[src/rtl/sdram_arb_pkg.sv]
// Shared types and constants for the SDRAM port arbiter.
package sdram_arb_pkg;
  localparam int SDRAM_AW = 22;
  localparam int SDRAM_DW = 128;

  localparam logic [1:0] OWN_NONE = 2'd0;
  localparam logic [1:0] OWN_VID  = 2'd1;
  localparam logic [1:0] OWN_DRW  = 2'd2;

  typedef enum logic [1:0] {
    ST_IDLE    = 2'd0,
    ST_GNT_VID = 2'd1,
    ST_GNT_DRW = 2'd2
  } arb_state_e;
endpackage

[src/rtl/sdram_port_arbiter.sv]
// Shares one SDRAM controller port between video fetch (priority) and the
// drawing engine, with a draw starvation guard and an ack watchdog.
module sdram_port_arbiter
  import sdram_arb_pkg::*;
#(
  parameter int DRAW_MAX_WAIT = 8,
  parameter int ACK_TIMEOUT   = 255
) (
  input  logic                clock,
  input  logic                reset,
  input  logic                vid_req,
  input  logic [SDRAM_AW-1:0] vid_addr,
  output logic                vid_ack,
  input  logic                drw_rd,
  input  logic                drw_wr,
  input  logic [SDRAM_AW-1:0] drw_addr,
  input  logic [SDRAM_DW-1:0] drw_wdata,
  output logic                drw_ack,
  output logic                sdram_rd,
  output logic                sdram_wr,
  output logic [SDRAM_AW-1:0] sdram_addr,
  output logic [SDRAM_DW-1:0] sdram_wdata,
  input  logic                sdram_ac,
  input  logic                sdram_Wait,
  output logic [1:0]          owner,
  output logic                timeout_err
);
  localparam int             WCW      = $clog2(DRAW_MAX_WAIT + 1);
  localparam logic [WCW-1:0] WAIT_MAX = WCW'(DRAW_MAX_WAIT);
  localparam logic [7:0]     TMO_LAST = 8'(ACK_TIMEOUT - 1);

  arb_state_e     state_q, state_d;
  logic [WCW-1:0] wait_cnt_q, wait_cnt_d;
  logic [7:0]     tmo_cnt_q, tmo_cnt_d;
  logic           terr_q, terr_d;
  logic           drw_pend;

  assign drw_pend    = drw_rd | drw_wr;
  assign timeout_err = terr_q & ~reset;

  always_ff @(posedge clock) begin
    if (reset) begin
      state_q    <= ST_IDLE;
      wait_cnt_q <= '0;
      tmo_cnt_q  <= '0;
      terr_q     <= 1'b0;
    end else begin
      state_q    <= state_d;
      wait_cnt_q <= wait_cnt_d;
      tmo_cnt_q  <= tmo_cnt_d;
      terr_q     <= terr_d;
    end
  end

  always_comb begin
    state_d     = state_q;
    wait_cnt_d  = wait_cnt_q;
    tmo_cnt_d   = tmo_cnt_q;
    terr_d      = terr_q;
    vid_ack     = 1'b0;
    drw_ack     = 1'b0;
    sdram_rd    = 1'b0;
    sdram_wr    = 1'b0;
    sdram_addr  = '0;
    sdram_wdata = '0;
    owner       = OWN_NONE;

    unique case (state_q)
      ST_IDLE: begin
        if (!sdram_Wait) begin
          if (drw_pend && wait_cnt_q == WAIT_MAX) begin
            state_d    = ST_GNT_DRW;
            wait_cnt_d = '0;
            tmo_cnt_d  = '0;
          end else if (vid_req) begin
            state_d   = ST_GNT_VID;
            tmo_cnt_d = '0;
            // first branch already caught the saturated case
            if (drw_pend) wait_cnt_d = wait_cnt_q + 1'b1;
          end else if (drw_pend) begin
            state_d    = ST_GNT_DRW;
            wait_cnt_d = '0;
            tmo_cnt_d  = '0;
          end
        end
      end
      ST_GNT_VID: begin
        owner      = OWN_VID;
        sdram_rd   = vid_req;
        sdram_addr = vid_addr;
        if (sdram_ac) begin
          vid_ack = 1'b1;
          state_d = ST_IDLE;
        end else if (!vid_req) begin
          state_d = ST_IDLE;
        end else if (tmo_cnt_q == TMO_LAST) begin
          terr_d  = 1'b1;
          state_d = ST_IDLE;
        end else begin
          tmo_cnt_d = tmo_cnt_q + 1'b1;
        end
      end
      ST_GNT_DRW: begin
        owner       = OWN_DRW;
        sdram_rd    = drw_rd & ~drw_wr;
        sdram_wr    = drw_wr;
        sdram_addr  = drw_addr;
        sdram_wdata = drw_wdata;
        if (sdram_ac) begin
          drw_ack = 1'b1;
          state_d = ST_IDLE;
        end else if (!drw_pend) begin
          state_d = ST_IDLE;
        end else if (tmo_cnt_q == TMO_LAST) begin
          terr_d  = 1'b1;
          state_d = ST_IDLE;
        end else begin
          tmo_cnt_d = tmo_cnt_q + 1'b1;
        end
      end
      default: state_d = ST_IDLE;
    endcase

    // Outputs read as idle while reset is held, even before the clock edge.
    if (reset) begin
      vid_ack     = 1'b0;
      drw_ack     = 1'b0;
      sdram_rd    = 1'b0;
      sdram_wr    = 1'b0;
      sdram_addr  = '0;
      sdram_wdata = '0;
      owner       = OWN_NONE;
    end
  end
endmodule

[config.mk]
export PLATFORM = sky130hd
export DESIGN_NAME = sdram_port_arbiter
export DESIGN_NICKNAME = d
export VERILOG_FILES = /design/src/rtl/sdram_arb_pkg.sv /design/src/rtl/sdram_port_arbiter.sv
export SDC_FILE = /design/constraint.sdc
export NUM_CORES = 1
export LEC_CHECK = 0
export CORE_AREA = 2 2 132 134
export CTS_CLUSTER_DIAMETER = 150
export DETAILED_ROUTE_END_ITERATION = 6
export DIE_AREA = 0 0 134 136
export GPL_TIMING_DRIVEN = 0
export PLACE_DENSITY = 0.54
export SETUP_SLACK_MARGIN = 0.15
export SLEW_MARGIN = 20
export SYNTH_ARGS = -nofsm -noshare
export SYNTH_HDL_FRONTEND = slang
export SYNTH_SLANG_ARGS = --single-unit
[constraint.sdc]
create_clock -name clock -period 1.8 [get_ports clock]
set_input_delay 0.36 -clock clock [delete_from_list [all_inputs] [get_ports clock]]
set_output_delay 0.36 -clock clock [all_outputs]
set_load 0.01 [all_outputs]
; ---- Word level (Yosys, flattened, before mapping)
; Index checks and enable logic that the tools add are counted.
[word_totals]
reg_bits = 15
inputBits = 179
out_inout_bits = 157
[classes]
addsub = 2
eq_ne = 10
mux = 45
bitwise_logic = 6
reduce_logical = 9
[ops]
columns = op, count
row1 = $mux W128, 2
row2 = $mux W8, 9
row3 = $pmux W22 S2, 1
row4 = $pmux W8 S3, 1
row5 = $mux W22, 1
row6 = $mux W2, 10
row7 = $mux W4, 4
row8 = $mux W1, 13
row9 = $ne A2 B2 Y1 const B, 5
row10 = $add A8 B1 Y8 const B, 1
row11 = $eq A8 B8 Y1 const B, 1
row12 = $reduce_and A7 Y1, 1
row13 = $pmux W2 S3, 1
row14 = $reduce_and A5 Y1, 1
row15 = $add A4 B1 Y4 const B, 1
row16 = $eq A4 B4 Y1 const B, 1
row17 = $ne A4 B4 Y1 const B, 1
row18 = $pmux W1 S2, 2
row19 = $pmux W2 S2, 1
row20 = $reduce_bool A2 Y1, 2
row21 = $not A1 Y1, 3
row22 = $reduce_and A3 Y1, 1
row23 = $reduce_bool A3 Y1, 1
row24 = $and A1 B1 Y1, 2
row25 = other kinds (6), 6

; ---- Longest topological paths before layout
[logic_depth]
ltp_word = 6
ltp_mapped = 8

; ---- Worst setup path before layout
; No wires, ideal clock.
[synth_path]
path_kind = register -> output
from = register state_q[0]
to = output sdram_wdata[100]
arrival_time_ns = 1.602
required_time_ns = 1.440
slack_ns = -0.162
stages_incl_launch_ff = 8
path_cell_list = dfxtp_1 -> inv_1 -> ha_1 -> clkbuf_1 -> nor2b_1 -> buf_2 -> clkbuf_1 -> and2_1
[synth_via]
elab_chain_cells = 3
[synth_rtl]
columns = item, line_no
row1 = "start, declared", sdram_port_arbiter.sv:32  ; arb_state_e state_q, state_d;
row2 = "start signal, assigned", sdram_port_arbiter.sv:48  ; state_q <= state_d;
row3 = $eq A2 B2 Y1, sdram_port_arbiter.sv:68  ; unique case (state_q)
row4 = $mux W128, sdram_port_arbiter.sv:68
row5 = $mux W128, sdram_port_arbiter.sv:125  ; if (reset) begin
row6 = "end, declared", sdram_port_arbiter.sv:22  ; output logic [SDRAM_DW-1:0] sdram_wdata,
; No other way between the ends.

; ---- Final worst setup path
[layout_path]
from = register state_q[0]
to = output sdram_wdata[43]
; Same word-level chain as after synthesis.

==> metrics <==
crit share post-route=120%; dpl hpwl=between 10 and 15 mm; largest net degree at the start of global routing=11; cell depth of the worst setup path=10; part of the Yosys area used for sequential elements=roughly 15%; Starting DRT DRC Count=93; Largest delay share family, worst path=buffers and inverters; Max Root-Sink Buffers=2; row count=48; CTS Root Cell=clkbuf_16; synth warn=0; CP endpoint kind=primary output; cell count of the worst reg-to-reg path=10; DR vias=3,779; crit path launch=state_q[0]$_SDFFE_PP0P_; flop-to-flop setup slack=-210 ps; die height=around 140 um; ratio of cells with drive above 1 in the final layout=58.9%; starting density of the core=between 10 and 15%; Worst Clk Skew=between 1.5 and 2 ps; post-route cell area=0.00710 mm2; max-slew violations=0; crit path buf inv count=7; Clk pin slew, worst setup/hold paths=~50 ps; Min-Delay Path Class=reg2reg; drc violations=0; Required @ worst endpoint=approximately 1400 ps; Clock Sinks=15; routed wire length per instance=between 15 and 20 um; Synth Area in Adders=slightly below 5%; power per cell area=~290 mW/mm2; critical path fanouts, max=8; Worst-Skew Late Latency=240 ps; status=finished with violations; diode count=0; crit start category=flop; vias in the first global route=roughly 3,700; total core area=around 0.017 mm2; Slowest-stage cell, CP=dfxtp_2; worst path arrival time=~1800 ps; Global Route Usage Sum=between 10% and 20%; CP dominant cell by count=buf_8; Slew HR=between 60 and 70%; RD Place Congestion=slightly above 0.9; die area=~0.018 mm2; synthesized area=0.00206 mm2; first-pass GRT wire length=around 24 mm; Yosys reg bits=15; Final setup violation count=around 160; initial antenna violation count=2; LEAKAGE=~3.1 nW; Pre-antenna DRT Iters=4; vias per inst=4.12; Worst-Margin Slew=461 ps; TritonCTS clock tree=yes; Final #Nets=about 880; main combinational cell family by area after synthesis=simple AND/OR/NAND/NOR gates; dpl ws=-1210 ps; total wire length=17.8 mm; synth unique cells=38; Final WS setup=-351 ps; worst vdd ir=around 0.00029 V; fraction of synthesized area in multiplexers=0.485%; xor and xnor area share after synthesis=approximately 1.3%; Final ANT Viol Nets=0; fmax=465 MHz; Mapped Nets=a little under 500; Final Hold Fails=0; max incr delay on CP=340 ps; RR Startpoint=state_q[0]$_SDFFE_PP0P_; R2R Path End=tmo_cnt_q[5]$_SDFFE_PP0P_; failing checks=setup timing; critical path, cell by cell=inv_4 -> ha_4 -> buf_8 -> nor2b_4 -> buf_12 -> buf_8 -> buf_12 -> buf_8 -> and2_4 -> buf_6; Synth Area in Compound Gates=between 10% and 20%; Syn Area/Cell=a little under 7 um2; Worst Setup Path Type=reg2out; crit path to=sdram_wdata[43]; Overflow after GRT=0; cts bufs inserted=3; Max-Cap Viols=0; RSZ-0062 raised after global routing=yes; Ports=roughly 340; CTS HTree Levels=1; Die X=134 um; placed cell areas=roughly 0.0058 mm2; I/O Buffers=~340; layout overhead on the synthesized area=244%; Syn Inst Count=305; post-synthesis simple-gate area fraction=between 50% and 60%; Final Critical Period=~2200 ps
## stage by stage
stage	total power [mW]	utilization [%]	TNS [ps]	instances	hold WS, ps
final	2.07	42.1	-46180	918	491
after global routing	2.16	42.1	-54830	918	495
after CTS	1.93	38.4	-51150	909	485
after detailed placement	1.24	34.2	-122280	865	473
after global placement	1.24	34.2	-120000	865	459
after floorplan	0.628	-	0	305	448
## logic make-up after synthesis
logic type / count (synthesis)
AOI/OAI and AO/OA: 50
xor gates and xnor gates: 3
adders and majority gates: 8
buffers and inverters: 31
DFF: 15
muxes: 1
and+or+nand+nor: 197
## power by group
part	switching, mW	internal [mW]	total [mW]
Clock	0.134	0.300	0.434
Sequential	0.0109	0.343	0.354
Combinational	0.458	0.827	1.29
Total	0.603	1.47	2.07
## cell type report
type                            count  area, um2
Multi-Input combinational cell    259       2220
Sequential cell                    15        304
Inverter                            6       25.0
Fill cell                        1658       9780
Tap cell                          225        282
Timing Repair Buffer              385       3790
Buffer                             24        403
Clock buffer                        4       78.8
## synthesized netlist by cell type (all sizes together)
cell / n / area (um2)
a211oi: 1 / 7.51
a21o: 2 / 15.0
a21oi: 12 / 63.8
a22o: 1 / 8.76
a22oi: 22 / 165
and2: 131 / 820
and3: 1 / 6.26
and4: 1 / 8.76
buf: 2 / 12.5
clkbuf: 23 / 86.3
dfxtp: 15 / 300
ha: 8 / 100
inv: 6 / 22.5
mux2i: 1 / 10.0
nand2: 11 / 41.3
nand2b: 3 / 26.3
nand3: 5 / 25.0
nand3b: 2 / 15.0
nand4: 2 / 18.8
nor2: 28 / 105
nor2b: 3 / 18.8
nor3: 1 / 10.0
nor4: 2 / 12.5
o21ai: 7 / 50.1
o21bai: 2 / 15.0
o31ai: 3 / 22.5
or3: 4 / 27.5
or3b: 1 / 8.76
or4: 2 / 15.0
xnor2: 1 / 8.76
xor2: 2 / 17.5
## sequential cells by signal (all words and copies together) (netlist names)
name and cells:
terr_q 1, tmo_cnt_q 8, state_q 2, wait_cnt_q 4
## tightest hold or removal path: stages (launching register included)
cell and delay (ps):
dfxtp_1 320, o31ai_1 70, a21oi_1 60
## how the worst min path moves through the flow
stage                                    from                        end  slack (ps)  cells past startpoint
floorplan           tmo_cnt_q[7]$_SDFFE_PP0P_  tmo_cnt_q[7]$_SDFFE_PP0P_         450                      2
global placement    tmo_cnt_q[5]$_SDFFE_PP0P_  tmo_cnt_q[5]$_SDFFE_PP0P_         460                      2
detailed placement  tmo_cnt_q[7]$_SDFFE_PP0P_  tmo_cnt_q[7]$_SDFFE_PP0P_         470                      2
CTS                 tmo_cnt_q[7]$_SDFFE_PP0P_  tmo_cnt_q[7]$_SDFFE_PP0P_         480                      2
global route        tmo_cnt_q[5]$_SDFFE_PP0P_  tmo_cnt_q[5]$_SDFFE_PP0P_         490                      2
finish              tmo_cnt_q[5]$_SDFFE_PP0P_  tmo_cnt_q[5]$_SDFFE_PP0P_         490                      2
## placed cells by master (no fill, tap or decap), drive strengths merged, types with 8 or more instances in the layout
cell,Yosys,routed
a21oi,12,12
a22oi,22,22
and2,131,131
buf,2,216
clkbuf,23,18
clkdlybuf4s50,0,175
dfxtp,15,15
ha,8,8
nand2,11,11
nor2,28,28
## routing by layer
metal,up-vias,wire length [um],GRT usage (%)
met3,26,1490,5.85
li1,1780,-,-
met1,1811,7000,21.3
met4,4,361,2.72
met2,158,8890,29.0
met5,-,24,0
## timing repair
action / CTS / global route
setup buffers: 29 / 4
cloned: 12 / 5
pin swaps: 70 / 46
resized for setup: 895 / 143
endpoints found under the setup margin: 171 / 171
endpoints found under the hold margin: 0 / 0
hold buffers: 0 / 0
Power figures use the tool's default switching activity.
